`src/rtl/mmio_uart_tx.sv`:
```
// Memory-mapped 8N1 UART transmitter on the picorv32 native bus.
// Holds a 16-byte register window, a TX FIFO and a START/DATA/STOP serialiser.
module mmio_uart_tx #(
  parameter logic [31:0] BASE_ADDR   = 32'h0000_1000,
  parameter logic [15:0] DEFAULT_DIV = 16'd104,
  parameter int unsigned FIFO_DEPTH  = 4
) (
  input  logic        clk,
  input  logic        reset_n,
  input  logic        mem_valid,
  input  logic [31:0] mem_addr,
  input  logic [31:0] mem_wdata,
  input  logic [3:0]  mem_wstrb,
  output logic        mem_ready,
  output logic [31:0] mem_rdata,
  output logic        uart_tx
);

  localparam int unsigned PW = (FIFO_DEPTH > 1) ? $clog2(FIFO_DEPTH) : 1;
  localparam int unsigned LW = $clog2(FIFO_DEPTH + 1);
  localparam logic [LW-1:0] FULL_LVL = LW'(FIFO_DEPTH);

  typedef enum logic [1:0] {
    S_IDLE,
    S_START,
    S_DATA,
    S_STOP
  } state_t;

  state_t      r_state;
  state_t      w_state_nxt;
  logic [7:0]  r_mem [FIFO_DEPTH];
  logic [PW-1:0] r_wptr;
  logic [PW-1:0] r_rptr;
  logic [LW-1:0] r_level;
  logic [15:0] r_div;
  logic [15:0] r_cnt;
  logic [2:0]  r_bitcnt;
  logic [7:0]  r_shift;
  logic        r_tx;
  logic        r_ready;
  logic [31:0] r_rdata;

  logic        w_hit;
  logic        w_acc;
  logic [1:0]  w_sel;
  logic        w_wr;
  logic        w_empty;
  logic        w_full;
  logic        w_txwr;
  logic        w_push;
  logic        w_pop;
  logic        w_ack;
  logic        w_bit_end;
  logic [15:0] w_cnt_nxt;
  logic [2:0]  w_bitcnt_nxt;
  logic [7:0]  w_shift_nxt;
  logic        w_tx_nxt;
  logic [31:0] w_status;
  logic [31:0] w_rd;
  logic [15:0] w_div_new;

  assign w_hit     = mem_valid & (mem_addr[31:4] == BASE_ADDR[31:4]);
  assign w_acc     = w_hit & ~r_ready;
  assign w_sel     = mem_addr[3:2];
  assign w_wr      = |mem_wstrb;
  assign w_empty   = (r_level == '0);
  assign w_full    = (r_level == FULL_LVL);
  assign w_bit_end = (r_cnt == '0);

  // A TXDATA write to a full FIFO is held off unless the serialiser pops on the same edge.
  assign w_txwr = w_acc & (w_sel == 2'd0) & mem_wstrb[0];
  assign w_push = w_txwr & (~w_full | w_pop);
  assign w_ack  = w_acc & ~(w_txwr & ~w_push);

  assign w_div_new = {mem_wstrb[1] ? mem_wdata[15:8] : r_div[15:8],
                      mem_wstrb[0] ? mem_wdata[7:0]  : r_div[7:0]};

  always_comb begin
    w_status         = '0;
    w_status[0]      = (r_state != S_IDLE);
    w_status[1]      = w_full;
    w_status[2]      = w_empty;
    w_status[4 +: LW] = r_level;
    case (w_sel)
      2'd1:    w_rd = w_status;
      2'd2:    w_rd = {16'h0000, r_div};
      default: w_rd = '0;
    endcase
  end

  always_comb begin
    w_state_nxt  = r_state;
    w_pop        = 1'b0;
    w_tx_nxt     = r_tx;
    w_cnt_nxt    = w_bit_end ? (r_div - 16'd1) : (r_cnt - 16'd1);
    w_bitcnt_nxt = r_bitcnt;
    w_shift_nxt  = r_shift;
    case (r_state)
      S_IDLE: begin
        w_cnt_nxt = r_div - 16'd1;
        w_tx_nxt  = 1'b1;
        if (!w_empty) begin
          w_pop       = 1'b1;
          w_shift_nxt = r_mem[r_rptr];
          w_tx_nxt    = 1'b0;
          w_state_nxt = S_START;
        end
      end
      S_START: begin
        if (w_bit_end) begin
          w_tx_nxt     = r_shift[0];
          w_bitcnt_nxt = '0;
          w_state_nxt  = S_DATA;
        end
      end
      S_DATA: begin
        if (w_bit_end) begin
          if (r_bitcnt == 3'd7) begin
            w_tx_nxt    = 1'b1;
            w_state_nxt = S_STOP;
          end else begin
            w_bitcnt_nxt = r_bitcnt + 3'd1;
            w_shift_nxt  = {1'b0, r_shift[7:1]};
            w_tx_nxt     = r_shift[1];
          end
        end
      end
      S_STOP: begin
        if (w_bit_end) begin
          if (!w_empty) begin
            w_pop       = 1'b1;
            w_shift_nxt = r_mem[r_rptr];
            w_tx_nxt    = 1'b0;
            w_state_nxt = S_START;
          end else begin
            w_tx_nxt    = 1'b1;
            w_state_nxt = S_IDLE;
          end
        end
      end
      default: begin
        w_tx_nxt    = 1'b1;
        w_state_nxt = S_IDLE;
      end
    endcase
  end

  always_ff @(posedge clk or negedge reset_n) begin
    if (!reset_n) begin
      r_state  <= S_IDLE;
      r_cnt    <= '0;
      r_bitcnt <= '0;
      r_shift  <= '0;
      r_tx     <= 1'b1;
    end else begin
      r_state  <= w_state_nxt;
      r_cnt    <= w_cnt_nxt;
      r_bitcnt <= w_bitcnt_nxt;
      r_shift  <= w_shift_nxt;
      r_tx     <= w_tx_nxt;
    end
  end

  always_ff @(posedge clk or negedge reset_n) begin
    if (!reset_n) begin
      for (int unsigned i = 0; i < FIFO_DEPTH; i++) begin
        r_mem[i] <= '0;
      end
      r_wptr  <= '0;
      r_rptr  <= '0;
      r_level <= '0;
    end else begin
      if (w_push) begin
        r_mem[r_wptr] <= mem_wdata[7:0];
        r_wptr        <= r_wptr + 1'b1;
      end
      if (w_pop) begin
        r_rptr <= r_rptr + 1'b1;
      end
      case ({w_push, w_pop})
        2'b10:   r_level <= r_level + 1'b1;
        2'b01:   r_level <= r_level - 1'b1;
        default: r_level <= r_level;
      endcase
    end
  end

  always_ff @(posedge clk or negedge reset_n) begin
    if (!reset_n) begin
      r_ready <= 1'b0;
      r_rdata <= '0;
      r_div   <= DEFAULT_DIV;
    end else begin
      r_ready <= w_ack;
      r_rdata <= (w_ack & ~w_wr) ? w_rd : '0;
      if (w_ack && (w_sel == 2'd2) && (mem_wstrb[1:0] != 2'b00)) begin
        r_div <= (w_div_new == 16'h0000) ? 16'd1 : w_div_new;
      end
    end
  end

  assign mem_ready = r_ready;
  assign mem_rdata = r_rdata;
  assign uart_tx   = r_tx;

endmodule
```
`config.mk`:
```
export PLATFORM = sky130hd
export DESIGN_NAME = mmio_uart_tx
export DESIGN_NICKNAME = d
export VERILOG_FILES = /design/src/rtl/mmio_uart_tx.sv
export SDC_FILE = /design/constraint.sdc
export NUM_CORES = 1
export LEC_CHECK = 0
export ABC_AREA = 1
export BUFFER_PORTS_ARGS = -buffer_cell sky130_fd_sc_hd__clkbuf_2
export CORE_UTILIZATION = 51
export DETAILED_ROUTE_END_ITERATION = 16
export PLACE_DENSITY = 0.81
export SLEW_MARGIN = 20
export SYNTH_ARGS = -nofsm -noshare
export SYNTH_HDL_FRONTEND = slang
export SYNTH_SLANG_ARGS = --single-unit
export TNS_END_PERCENT = 10
```
`constraint.sdc`:
```
create_clock -name clk -period 2.29 [get_ports clk]
set_clock_uncertainty 0.1 [all_clocks]
set_input_delay 0 -clock clk [delete_from_list [all_inputs] [get_ports clk]]
set_output_delay 0 -clock clk [all_outputs]
set_load 0.01 [all_outputs]
```
== Word-level counts from Yosys, hierarchy flattened ==
Cells that the tools add are included.

* Eq/ne operators: 16
* Multiplexer cells: 39
* Reduce and logical (&&, ||, !) cells: 18
* Order comparisons: 3
* Bitwise operators: 16
* $add $sub $neg: 7

{| class="wikitable"
|+ Operators with widths
! kind !! count
|-
| $mux W8 || 9
|-
| $mux W16 || 4
|-
| $bwmux W32 || 1
|-
| $logic_not A16 Y1 || 2
|-
| $pmux W16 S2 || 1
|-
| $sub A16 B1 Y16 const B || 2
|-
| $eq A28 B9 Y1 const B || 1
|-
| $pmux W8 S3 || 1
|-
| $bmux W8 S2 || 1
|-
| $demux W8 S2 || 1
|-
| $ne A2 B2 Y1 const B || 6
|-
| $pmux W3 S2 || 2
|-
| $mux W2 || 5
|-
| $mux W3 || 3
|-
| $and A1 B1 Y1 || 8
|-
| $eq A2 B2 Y1 const B || 4
|-
| $mux W1 || 8
|-
| $pmux W2 S4 || 1
|-
| $reduce_and A4 Y1 || 2
|-
| $reduce_bool A2 Y1 || 4
|-
| $add A3 B1 Y3 const B || 2
|-
| $eq A2 B1 Y1 const B || 3
|-
| $eq A3 B3 Y1 const B || 2
|-
| $ge A3 B3 Y1 const B || 2
|-
| other kinds (15) || 24
|}

* Input port bits: 71
* Logic and storage cells: 114
* Register bits after elaboration: 102

== Logic depth before layout (Yosys ltp) ==
Gate-level depths: netlist of the first run.

* Depth after elaboration: 12
* Gate-level depth with buffers: 13
* Gate-level depth less buffers: 13

== Worst setup path before layout of the first run ==
Ideal clock, no wire load.

* Kind: flip-flop to flip-flop
* Start: register r_state[0]
* End: register r_level[2]
* Cell stages (with the launch flop): 13
* Arrival: 2,312 ps
* Data required time: 2,059 ps
* Slack: -253 ps
* Cells stage by stage: dfrtp_1 -> inv_1 -> ha_1 -> a21oi_1 -> nand2_1 -> nand3_4 -> nand2_8 -> ha_1 -> inv_1 -> fa_1 -> a21oi_1 -> o21ai_0 -> xor2_1

* Cells in the longest elaborated chain, start to end: 6

{| class="wikitable"
|+ Ends and longest elaborated chain
! item !! line !! source
|-
| start: declaration || 30 || <nowiki>state_t r_state;</nowiki>
|-
| start signal: assignment || 157 || <nowiki>r_state <= w_state_nxt;</nowiki>
|-
| $eq A2 B2 Y1 / $logic_not A2 Y1 (equally long branches) || 99 || <nowiki>case (r_state)</nowiki>
|-
| $pmux W1 S2 * || 99 ||
|-
| $or A1 B1 Y1 || 73 || <nowiki>assign w_push = w_txwr & (~w_full | w_pop);</nowiki>
|-
| $and A1 B1 Y1 || 73 ||
|-
| $eq A2 B1 Y1 / $eq A2 B2 Y1 (equally long branches) || 181 || <nowiki>case ({w_push, w_pop})</nowiki>
|-
| $pmux W3 S2 / $reduce_bool A2 Y1 (equally long branches) || - ||
|-
| end signal: assignment || 182 || <nowiki>2'b10: r_level <= r_level + 1'b1;</nowiki>
|-
| end signal: assignment || 183 || <nowiki>2'b01: r_level <= r_level - 1'b1;</nowiki>
|-
| end signal: assignment || 184 || <nowiki>default: r_level <= r_level;</nowiki>
|-
| end: declaration || 35 || <nowiki>logic [LW-1:0] r_level;</nowiki>
|}

Mark *: on every way between the ends. The rest lies on a longest branch, timed or not.
A chain may end at the register's enable or synchronous reset.

== Worst setup path after layout of the first run ==
Same ends and word-level chain as after synthesis.

==> flow_metrics.py, run 1 <==
metrics = {
    "yosys": {
        "synth_cell_type_count": 46,
        "yosys.area_share.simple": 0.325,
        "syn_avg_cell_area_um2": 7.86,
        "muxShareOfSynthArea": 0.00169,
        "synth_compound_area_frac": 0.0879,
        "synth-edff-count": 0,
        "async_reset_ff_frac": 1.00,
        "synth_adder_area_share": 0.0414,
        "syn_area_um2": 5920,
        "ys.flop_type": "dfrtp_1",
        "ys_ff_latch": 102,
        "synth_xor_area_frac": 0.0266,
        "yosysTopAreaCellShare": 0.414,
        "yosysTopAreaCell": "dfrtp_1",
        "yosysSeqAreaShare": 0.432,
        "synth_top_family_by_area": "simple AND/OR/NAND/NOR gates",
        "synth_warnings": 0,
        "synth_area_leaders": "dfrtp_1, nand2_1, nor2_1",
        "syn_inst": 754,
    },
    "die": {
        "die_w_um": 110,
        "ios": 105,
        "rows": 38,
        "dieArea_um2": 12100,
        "core_area_um2": 11100,
        "die_h_um": 110,
        "initial_core_util": 0.535,
    },
    "timing": {
        "fin_tns_setup_ns": 0,
        "fin_ws_ns": 0.0488,
        "rsz0062_at_grt": "yes",
        "setup_viol": 0,
        "fin_crit_sh": 0.979,
        "max_freq_ghz": 0.446,
        "finalMaxSlewViolations": 0,
        "hold_violations": 0,
        "period_needed_ns": 2.24,
    },
    "power": {
        "power_density_nw_per_um2": 518,
        "seqPwrFrac": 0.489,
        "power_leakage_nw": 3.70,
        "clkPwrFrac": 0.455,
        "switchingPower_mw": 0.832,
        "fin_total_pwr_mw": 3.68,
        "intPower_mw": 2.85,
        "switching_share": 0.226,
        "combPwrFrac": 0.056,
        "ir_drop_mv": 0.424,
    },
    "worst_setup_path": {
        "r2r_start": "r_state[0]",
        "cp_max_fo": 4,
        "reg2reg_slack_ns": 0.05,
        "critPathLaunchType": "register",
        "crit_start": "r_state[0]",
        "worst_setup_path_end_kind": "register",
        "ff2ff_path_depth": 12,
        "critPathRequiredTime_ns": 2.42,
        "crit_type": "register to register",
        "crit_end": "r_level[2]",
        "r2r_end": "r_level[2]",
        "arrival_ns": 2.37,
    },
    "drt": {
        "drt_first_iter_violations": 305,
        "routed_wl_um": 14200,
        "ant_nets": 0,
        "wl_per_cell_um": 14.1,
        "vias_per_cell": 5.27,
        "vias": 5315,
        "drc_errors": 0,
        "drt-pass1-iter-count": 6,
    },
    "cts": {
        "root_buffer": "clkbuf_16",
        "cts_tree": "built",
        "h-tree-depth": 3,
        "cts_buffers": 9,
        "cts_num_sinks": 102,
        "insertion_delay_ns": 0.34,
        "clkTransAtPathRegs_ns": 0.08,
        "cts_buffer_depth": 2,
    },
    "global_routing": {
        "grt_pass1_wl_um": 23300,
        "grt_remaining_overflow": 0,
        "first_global_vias": 5041,
        "antenna_found_initial": 0,
        "grt_util_all_layers": 0.253,
        "grt_max_degree": 71,
    },
    "layout": {
        "final_cell_mix": "nand2_1, dfrtp_1, nor2_1",
        "drive_gt1_frac": 0.199,
        "final_common_cell": "nand2_1",
        "finalCoreUtilization": 0.642,
        "fin_area_um2": 7110,
        "diodes": 0,
        "fillers": 898,
        "fin_nets": 953,
        "syn2layout_area_growth_pct": 20.0,
    },
    "placed_design": {
        "placed_cell_area_um2": 6510,
        "place.detailed.hpwl_um": 9950,
        "place_congestion": 0.852,
        "io_buffers": 70,
        "dp_slack_ns": -0.0212,
    },
    "status": {
        "status": "completed",
    },
    "run": {
        "cap_violations": 0,
    },
    "hold_path": {
        "hp-class": "input port to asynchronous set/reset pin",
    },
}
==> metal layers <==
layer / vias to the layer above / track usage / share of wire / routed length, um
met5: - / 0 / 0 / 0
met4: 0 / 0.0743 / 0.022 / 308
met3: 29 / 0.0439 / 0.079 / 1120
met2: 242 / 0.406 / 0.47 / 6640
met1: 2444 / 0.350 / 0.43 / 6150
li1: 2600 / - / - / -
==> layout make-up <==
class                      count  area (um^2)  share of cell area
multi-input combinational    562         3010               0.423
clock inverter                 7          105              0.0148
tap                          140          175              0.0246
sequential                   102         2560               0.360
timing repair buffer         119          776               0.109
inverter                      69          262              0.0368
clock buffer                   9          225              0.0317
==> registers in the layout (all words and copies together), names as in the netlist, 2 cells and up <==
signal and cells:
mem_rdata 16, r_shift 8, r_mem 32, r_bitcnt 3, r_rptr 2, r_cnt 16, r_wptr 2, r_div 16
r_level 3, r_state 2
==> how the worst min path moves through the flow <==
stage | start | end | slack, ns | cells past startpoint
after floorplan | reset_n | mem_rdata[0] | -0.40 | 0
after global placement | reset_n | r_mem[5] | -0.13 | 1
after detailed placement | reset_n | r_mem[29] | -0.13 | 1
after CTS | mem_wdata[12] | r_div[12] | 0.03 | 5
after global routing | mem_wdata[12] | r_div[12] | 0.05 | 5
final | reset_n | r_mem[5] | 0.03 | 2
==> cell usage after synthesis, types with 10 or more instances <==
library cell and n:
nand3_1 20, a21oi_1 10, dfrtp_1 98, buf_4 18
xor2_1 13, inv_1 67, nor2_1 97, o22ai_1 13
ha_1 18, nand2_1 246, o21ai_0 45, nand4_1 20
==> power by group through the flow <==
stage	combinational (mW)	clock, mW	sequential, mW
after floorplan	0.0879	0	1.84
after global placement	0.179	0	1.84
after detailed placement	0.180	0	1.84
after CTS	0.204	1.69	1.80
after global routing	0.231	1.78	1.80
final	0.205	1.68	1.80
==> metrics by stage <==
| step | hold slack, ns | std cells |
|---|---|---|
| 4_1_cts | 0.0273 | 1003 |
| 3_5_place_dp | -0.129 | 969 |
| 5_1_grt | 0.0470 | 1008 |
| 6_report | 0.0267 | 1008 |
| 3_3_place_gp | -0.127 | 969 |
| 2_1_floorplan | -0.396 | 769 |
==> logic make-up after synthesis <==
family,count (synthesis)
AOI/OAI and AO/OA,90
xor gates and xnor gates,18
adders and majority gates,19
buffers and inverters,105
DFF,102
muxes,1
other,1
and+or+nand+nor,418
==> critical path, stage by stage (launching register included) <==
cell     delay, ns
dfrtp_1       0.39
inv_2         0.07
ha_4          0.31
nor2_4        0.05
nand3_4       0.10
nand3_4       0.12
nand2_8       0.08
ha_4          0.13
inv_4         0.04
fa_2          0.36
a21oi_2       0.16
o21ai_2       0.08
xor2_1        0.14
==> what timing repair did <==
action | in CTS | in global routing
hold buffers | 17 | 0
pin swaps | 1 | 8
gates resized for setup | 4 | 11
endpoints found under the hold margin | 156 | 0
setup endpoints to repair | 2 | 2
buffers inserted | 1 | 5
Note: power is estimated with default switching activity, not from simulation.
==> run 2, diff against run 1 <==
--- a/config.mk
+++ b/config.mk
@@ -5,11 +5,10 @@
 export SDC_FILE = /design/constraint.sdc
 export NUM_CORES = 1
 export LEC_CHECK = 0
-export ABC_AREA = 1
 export BUFFER_PORTS_ARGS = -buffer_cell sky130_fd_sc_hd__clkbuf_2
-export CORE_UTILIZATION = 51
+export CORE_UTILIZATION = 50
 export DETAILED_ROUTE_END_ITERATION = 16
-export PLACE_DENSITY = 0.81
+export PLACE_DENSITY = 0.8
 export SLEW_MARGIN = 20
 export SYNTH_ARGS = -nofsm -noshare
 export SYNTH_HDL_FRONTEND = slang
==> run 2 against run 1 <==
The run now ends with setup timing left. Core utilization fell by 0.52 points. Count of clock-buffer cells in the layout did not move. Clock power down 30%. Synthesized area down 6.7%. Final cell count fell by 25%. Via count down 20%. Cell area down 3.4%. Sequential share of layout area up 1.3 points. Sequential power barely moved. Critical path type unchanged. Highest routed layer unchanged.
==> flow_metrics.py, run 2 <==
metrics = {
    "drt": {
        "drt-pass1-iter-count": 4,
        "routed.top_layer": "met4",
        "drt_first_iter_violations": 236,
        "ant_nets": 0,
        "drc_errors": 0,
        "dr_wl_met3_um": 573,
        "vias": 4226,
        "wl_per_cell_um": 17.1,
        "vias_per_cell": 5.62,
        "wl_met1_um": 5460,
        "routed_wl_um": 12800,
        "wl_met2_um": 6520,
    },
    "timing": {
        "hold_violations": 0,
        "setup_viol": 2,
        "max_slew_margin": 0.364,
        "tightest_slew_ns": 0.946,
        "max_freq_ghz": 0.414,
        "fin_hold_ws_ns": 0.0622,
        "fin_crit_sh": 1.06,
        "rsz0062_at_grt": "yes",
        "period_needed_ns": 2.42,
        "fin_ws_ns": -0.126,
        "finalMaxSlewViolations": 0,
    },
    "global_routing": {
        "grt_pass1_wl_um": 20600,
        "grt_remaining_overflow": 0,
        "grt_max_degree": 46,
        "first_global_vias": 4336,
        "grt_util_all_layers": 0.233,
        "antenna_found_initial": 0,
    },
    "worst_setup_path": {
        "worst_setup_path_end_kind": "register",
        "r2r_end": "r_level[2]",
        "crit_type": "register to register",
        "arrival_ns": 2.62,
        "reg2reg_slack_ns": -0.13,
        "critPathRequiredTime_ns": 2.50,
        "critPathLaunchType": "register",
        "cp_max_fo": 2,
        "r2r_start": "r_cnt[2]",
        "ff2ff_path_depth": 10,
    },
    "layout": {
        "top_register": "r_mem",
        "diodes": 0,
        "final_common_cell": "dfrtp_1",
        "syn2layout_area_growth_pct": 24.3,
        "largest_reg_flops": 32,
        "final_cell_mix": "dfrtp_1, clkbuf_2, mux2_2",
        "post_layout_nonfiller_instances": 752,
        "drive_gt1_frac": 0.404,
        "fin_nets": 697,
        "finalCoreUtilization": 0.637,
    },
    "cts": {
        "insertion_delay_ns": 0.38,
        "h-tree-depth": 3,
        "cts_num_sinks": 102,
        "cts_buffers": 9,
        "cts_buffer_depth": 2,
        "clkTransAtPathRegs_ns": 0.10,
        "cts_tree": "built",
        "root_buffer": "clkbuf_8",
    },
    "yosys": {
        "synth-edff-count": 0,
        "yosysTopAreaCellShare": 0.444,
        "synth_area_leaders": "dfrtp_1, mux2_2, ha_1",
        "yosysSeqAreaShare": 0.463,
        "async_reset_ff_frac": 1.00,
        "synth_commonest_cells": "dfrtp_1, mux2_2, nor2_1",
        "yosysMostFrequentCell": "dfrtp_1",
        "ys_ff_latch": 102,
        "syn_avg_cell_area_um2": 11.7,
        "ys.flop_type": "dfrtp_1",
        "synth_warnings": 0,
        "yosysTopAreaCell": "dfrtp_1",
        "synth_cell_type_count": 56,
        "syn_inst": 473,
        "syn_area_um2": 5530,
    },
    "status": {
        "violations": "setup timing",
        "status": "finished, violations left",
    },
    "die": {
        "die_w_um": 107,
        "initial_core_util": 0.512,
        "ios": 105,
        "rows": 38,
        "dieArea_um2": 11500,
        "core_area_um2": 10800,
        "die_h_um": 107,
    },
    "power": {
        "power_density_nw_per_um2": 460,
        "ir_drop_mv": 0.285,
        "power_leakage_nw": 3.20,
    },
    "run": {
        "cap_violations": 0,
    },
    "placed_design": {
        "place_congestion": 0.883,
        "dp_cells": 713,
        "io_buffers": 70,
        "place.detailed.hpwl_um": 9170,
    },
    "hold_path": {
        "hp-class": "input port to asynchronous set/reset pin",
    },
}
-- run 2: how the worst max path moves through the flow --
stage | from | cells past startpoint | slack [ns] | endpoint
6_report | r_cnt[2] | 10 | -0.13 | r_level[2]
5_1_grt | r_cnt[2] | 10 | -0.23 | r_level[2]
4_1_cts | r_state[0] | 11 | -0.11 | r_level[2]
3_5_place_dp | r_state[0] | 11 | -0.14 | r_level[2]
3_3_place_gp | r_state[0] | 11 | -0.04 | r_level[2]
2_1_floorplan | r_cnt[5] | 11 | -0.27 | r_level[2]
-- run 2: through the flow --
step | TNS [ns] | setup slack (ns) | total power [mW] | area, um^2
after floorplan | -0.525 | -0.268 | 1.90 | 5610
after global routing | -1.16 | -0.231 | 3.27 | 6870
final | -0.172 | -0.126 | 3.16 | 6870
after detailed placement | -1.66 | -0.139 | 1.99 | 6300
after global placement | -0.222 | -0.0448 | 1.99 | 6300
after CTS | -0.132 | -0.114 | 3.17 | 6760
-- run 2: kinds of logic after synthesis --
| logic type | count (synthesis) | synth area share |
|---|---|---|
| flip-flops | 102 | 0.463 |
| other | 1 | 0.000679 |
| AND/OR/NAND/NOR | 124 | 0.124 |
| AO/OA/AOI/OAI | 60 | 0.0917 |
| buffers and inverters | 58 | 0.0523 |
| XOR/XNOR | 28 | 0.0444 |
| multiplexers | 81 | 0.180 |
| adder cells (fa/ha/maj) | 19 | 0.0444 |
-- run 2: area by class of cell --
| type | count | area (um^2) |
|---|---|---|
| Clock inverter | 7 | 81.3 |
| Multi-Input combinational cell | 328 | 2890 |
| Fill cell | 763 | 3920 |
| Timing Repair Buffer | 141 | 946 |
| Tap cell | 140 | 175 |
| Inverter | 25 | 93.8 |
| Sequential cell | 102 | 2560 |
| Clock buffer | 9 | 124 |
-- run 2: worst max-delay path, stage by stage (launching register included) --
cell and delay (ns):
dfrtp_1 0.43, nor4_4 0.36, nand4_4 0.17, nor2_4 0.14
o21a_1 0.17, ha_2 0.19, inv_2 0.04, fa_2 0.32
xor2_1 0.14, nor2_1 0.12, xor2_1 0.15
-- run 2: report_power, final --
group	switching (mW)	internal (mW)	leakage, nW	total [mW]
Clock	0.655	0.518	0.0940	1.17
Sequential	0.000260	1.80	1.33	1.80
Combinational	0.108	0.0788	1.78	0.187
Total	0.764	2.40	3.20	3.16
-- run 2: repair_timing --
action / 4_1_cts / 5_1_grt
buffers inserted: 0 / 2
gates cloned: 0 / 0
gates resized for setup: 7 / 20
hold endpoints to repair: 98 / 0
pin swaps: 0 / 14
setup endpoints to repair: 66 / 62
hold buffers: 21 / 0
-- run 2: routing by layer --
metal | vias to the layer above | global-route usage
met2 | 144 | 0.400
met5 | - | 0
met1 | 2099 | 0.296
met4 | 0 | 0.0832
met3 | 24 | 0.0413
li1 | 1959 | -
==> run 3, diff against run 2 <==
--- a/config.mk
+++ b/config.mk
@@ -6,9 +6,11 @@
 export NUM_CORES = 1
 export LEC_CHECK = 0
 export BUFFER_PORTS_ARGS = -buffer_cell sky130_fd_sc_hd__clkbuf_2
+export CAP_MARGIN = 10
 export CORE_UTILIZATION = 50
 export DETAILED_ROUTE_END_ITERATION = 16
 export PLACE_DENSITY = 0.8
+export REMOVE_ABC_BUFFERS = 1
 export SLEW_MARGIN = 20
 export SYNTH_ARGS = -nofsm -noshare
 export SYNTH_HDL_FRONTEND = slang
==> run 3 against run 2 <==
The flow still finishes with violations (setup timing). Non-clock buffer count shrank 1. Worst hold slack lost 0.051 ns. Total power grew 9.8%. Global-route usage grew 1.5 points. Sequential cell count is the same.
==> flow_metrics.py, run 3 (synthesis results as in run 2) <==
metrics = {
    "drt": {
        "drc_errors": 0,
        "vias": 4268,
        "drt-pass1-iter-count": 5,
        "ant_nets": 0,
        "wl_per_cell_um": 18.2,
        "routed_wl_um": 13700,
        "drt_first_iter_violations": 299,
        "vias_per_cell": 5.68,
    },
    "timing": {
        "finalMaxSlewViolations": 0,
        "fin_ws_ns": -0.155,
        "fin_crit_sh": 1.07,
        "tightest_slew_ns": 0.776,
        "max_slew_margin": 0.478,
        "fin_tns_setup_ns": -0.371,
        "rsz0062_at_grt": "yes",
        "hold_violations": 0,
        "setup_viol": 18,
        "period_needed_ns": 2.45,
        "max_freq_ghz": 0.409,
    },
    "layout": {
        "final_cell_mix": "dfrtp_1, clkbuf_2, mux2_2",
        "drive_gt1_frac": 0.404,
        "finalCoreUtilization": 0.640,
        "syn2layout_area_growth_pct": 25.0,
        "largest_reg_flops": 32,
        "diodes": 0,
        "top_register": "r_mem",
        "fin_nets": 696,
        "final_common_cell": "dfrtp_1",
    },
    "run": {
        "cap_violations": 0,
    },
    "cts": {
        "root_buffer": "clkbuf_8",
        "cts_buffers": 9,
        "cts_tree": "built",
        "h-tree-depth": 3,
        "clkTransAtPathRegs_ns": 0.10,
        "cts_buffer_depth": 2,
        "insertion_delay_ns": 0.39,
        "cts_num_sinks": 102,
    },
    "status": {
        "violations": "setup timing",
        "status": "finished, violations left",
    },
    "die": {
        "initial_core_util": 0.512,
        "die_w_um": 107,
        "core_area_um2": 10800,
        "ios": 105,
        "dieArea_um2": 11500,
        "rows": 38,
        "die_h_um": 107,
    },
    "worst_setup_path": {
        "critPathRequiredTime_ns": 2.51,
        "critPathBufInv": 1,
        "crit_type": "register to register",
        "crit_slowest_cell": "dfrtp_1",
        "crit_top_cell": "xor2_1",
        "max_stage_delay_ns": 0.43,
        "arrival_ns": 2.66,
        "worst_setup_path_end_kind": "register",
        "crit_family": "simple AND/OR/NAND/NOR gates",
        "cp_max_fo": 2,
        "crit_chain": "nor4_4, nand4_2, nor2_4, o21a_1, ha_2, inv_2, fa_2, xor2_1, nor2_1, xor2_1",
        "critPathLaunchType": "register",
    },
    "placed_design": {
        "place.detailed.hpwl_um": 9420,
        "io_buffers": 70,
        "place_congestion": 0.913,
    },
    "global_routing": {
        "first_global_vias": 4482,
        "grt_max_degree": 40,
        "grt_util_all_layers": 0.249,
        "antenna_found_initial": 1,
        "grt_pass1_wl_um": 21800,
        "grt_remaining_overflow": 0,
    },
    "power": {
        "ir_drop_mv": 0.330,
        "power_leakage_nw": 3.21,
        "power_density_nw_per_um2": 502,
    },
    "hold_path": {
        "hp-class": "input port to asynchronous set/reset pin",
    },
}
-- run 3: cell type report --
class / instances / area, um^2
clock inverter: 6 / 134
clock buffer: 10 / 128
multi-input combinational: 328 / 2860
inverter: 25 / 93.8
tap: 140 / 175
sequential: 102 / 2560
timing repair buffer: 140 / 957
fill: 730 / 3880
-- run 3: where the power goes --
group / switching, mW / leakage (nW) / internal [mW]
registers: 0.000235 / 1.33 / 1.80
logic: 0.110 / 1.75 / 0.0785
clock network: 0.645 / 0.130 / 0.837
-- run 3: final timing paths --
kind,startpoint,end,slack [ns],cells past startpoint
setup / recovery,r_cnt[5],r_level[2],-0.16,10
hold / removal,reset_n,r_shift[5],0.01,2
setup reg to reg,r_cnt[5],r_level[2],-0.16,10
hold reg to reg,r_mem[14],r_mem[14],0.41,1
max in group asynchronous,reset_n,r_div[3],1.28,3
min in group clk,mem_wstrb[0],r_div[0],0.03,3
-- run 3: metal layers --
metal	vias up	share of wire	wire length, um	track usage
li1	1958	-	-	-
met1	2109	0.41	5590	0.299
met2	159	0.51	6910	0.414
met3	42	0.053	723	0.0620
met4	0	0.033	452	0.125
met5	-	0	0	0
-- run 3: per-stage QoR --
step	hold slack (ns)	worst slack, ns	area (um^2)	instances	power [mW]
5_1_grt	0.0463	-0.300	6910	751	3.56
2_1_floorplan	-0.396	-0.609	5390	455	1.88
6_report	0.0116	-0.155	6910	751	3.47
3_5_place_dp	-0.0985	-0.197	6270	710	1.99
3_3_place_gp	-0.116	-0.0351	6270	710	1.99
4_1_cts	0.0149	-0.0865	6800	747	3.46
-- run 3: repair_timing --
| item | 4_1_cts | 5_1_grt |
|---|---|---|
| resized for setup | 12 | 18 |
| setup buffers | 1 | 4 |
| cloned | 0 | 0 |
| hold buffers | 20 | 0 |
| setup endpoints to repair | 51 | 60 |
| endpoints found under the hold margin | 153 | 0 |
| pin swaps | 4 | 12 |
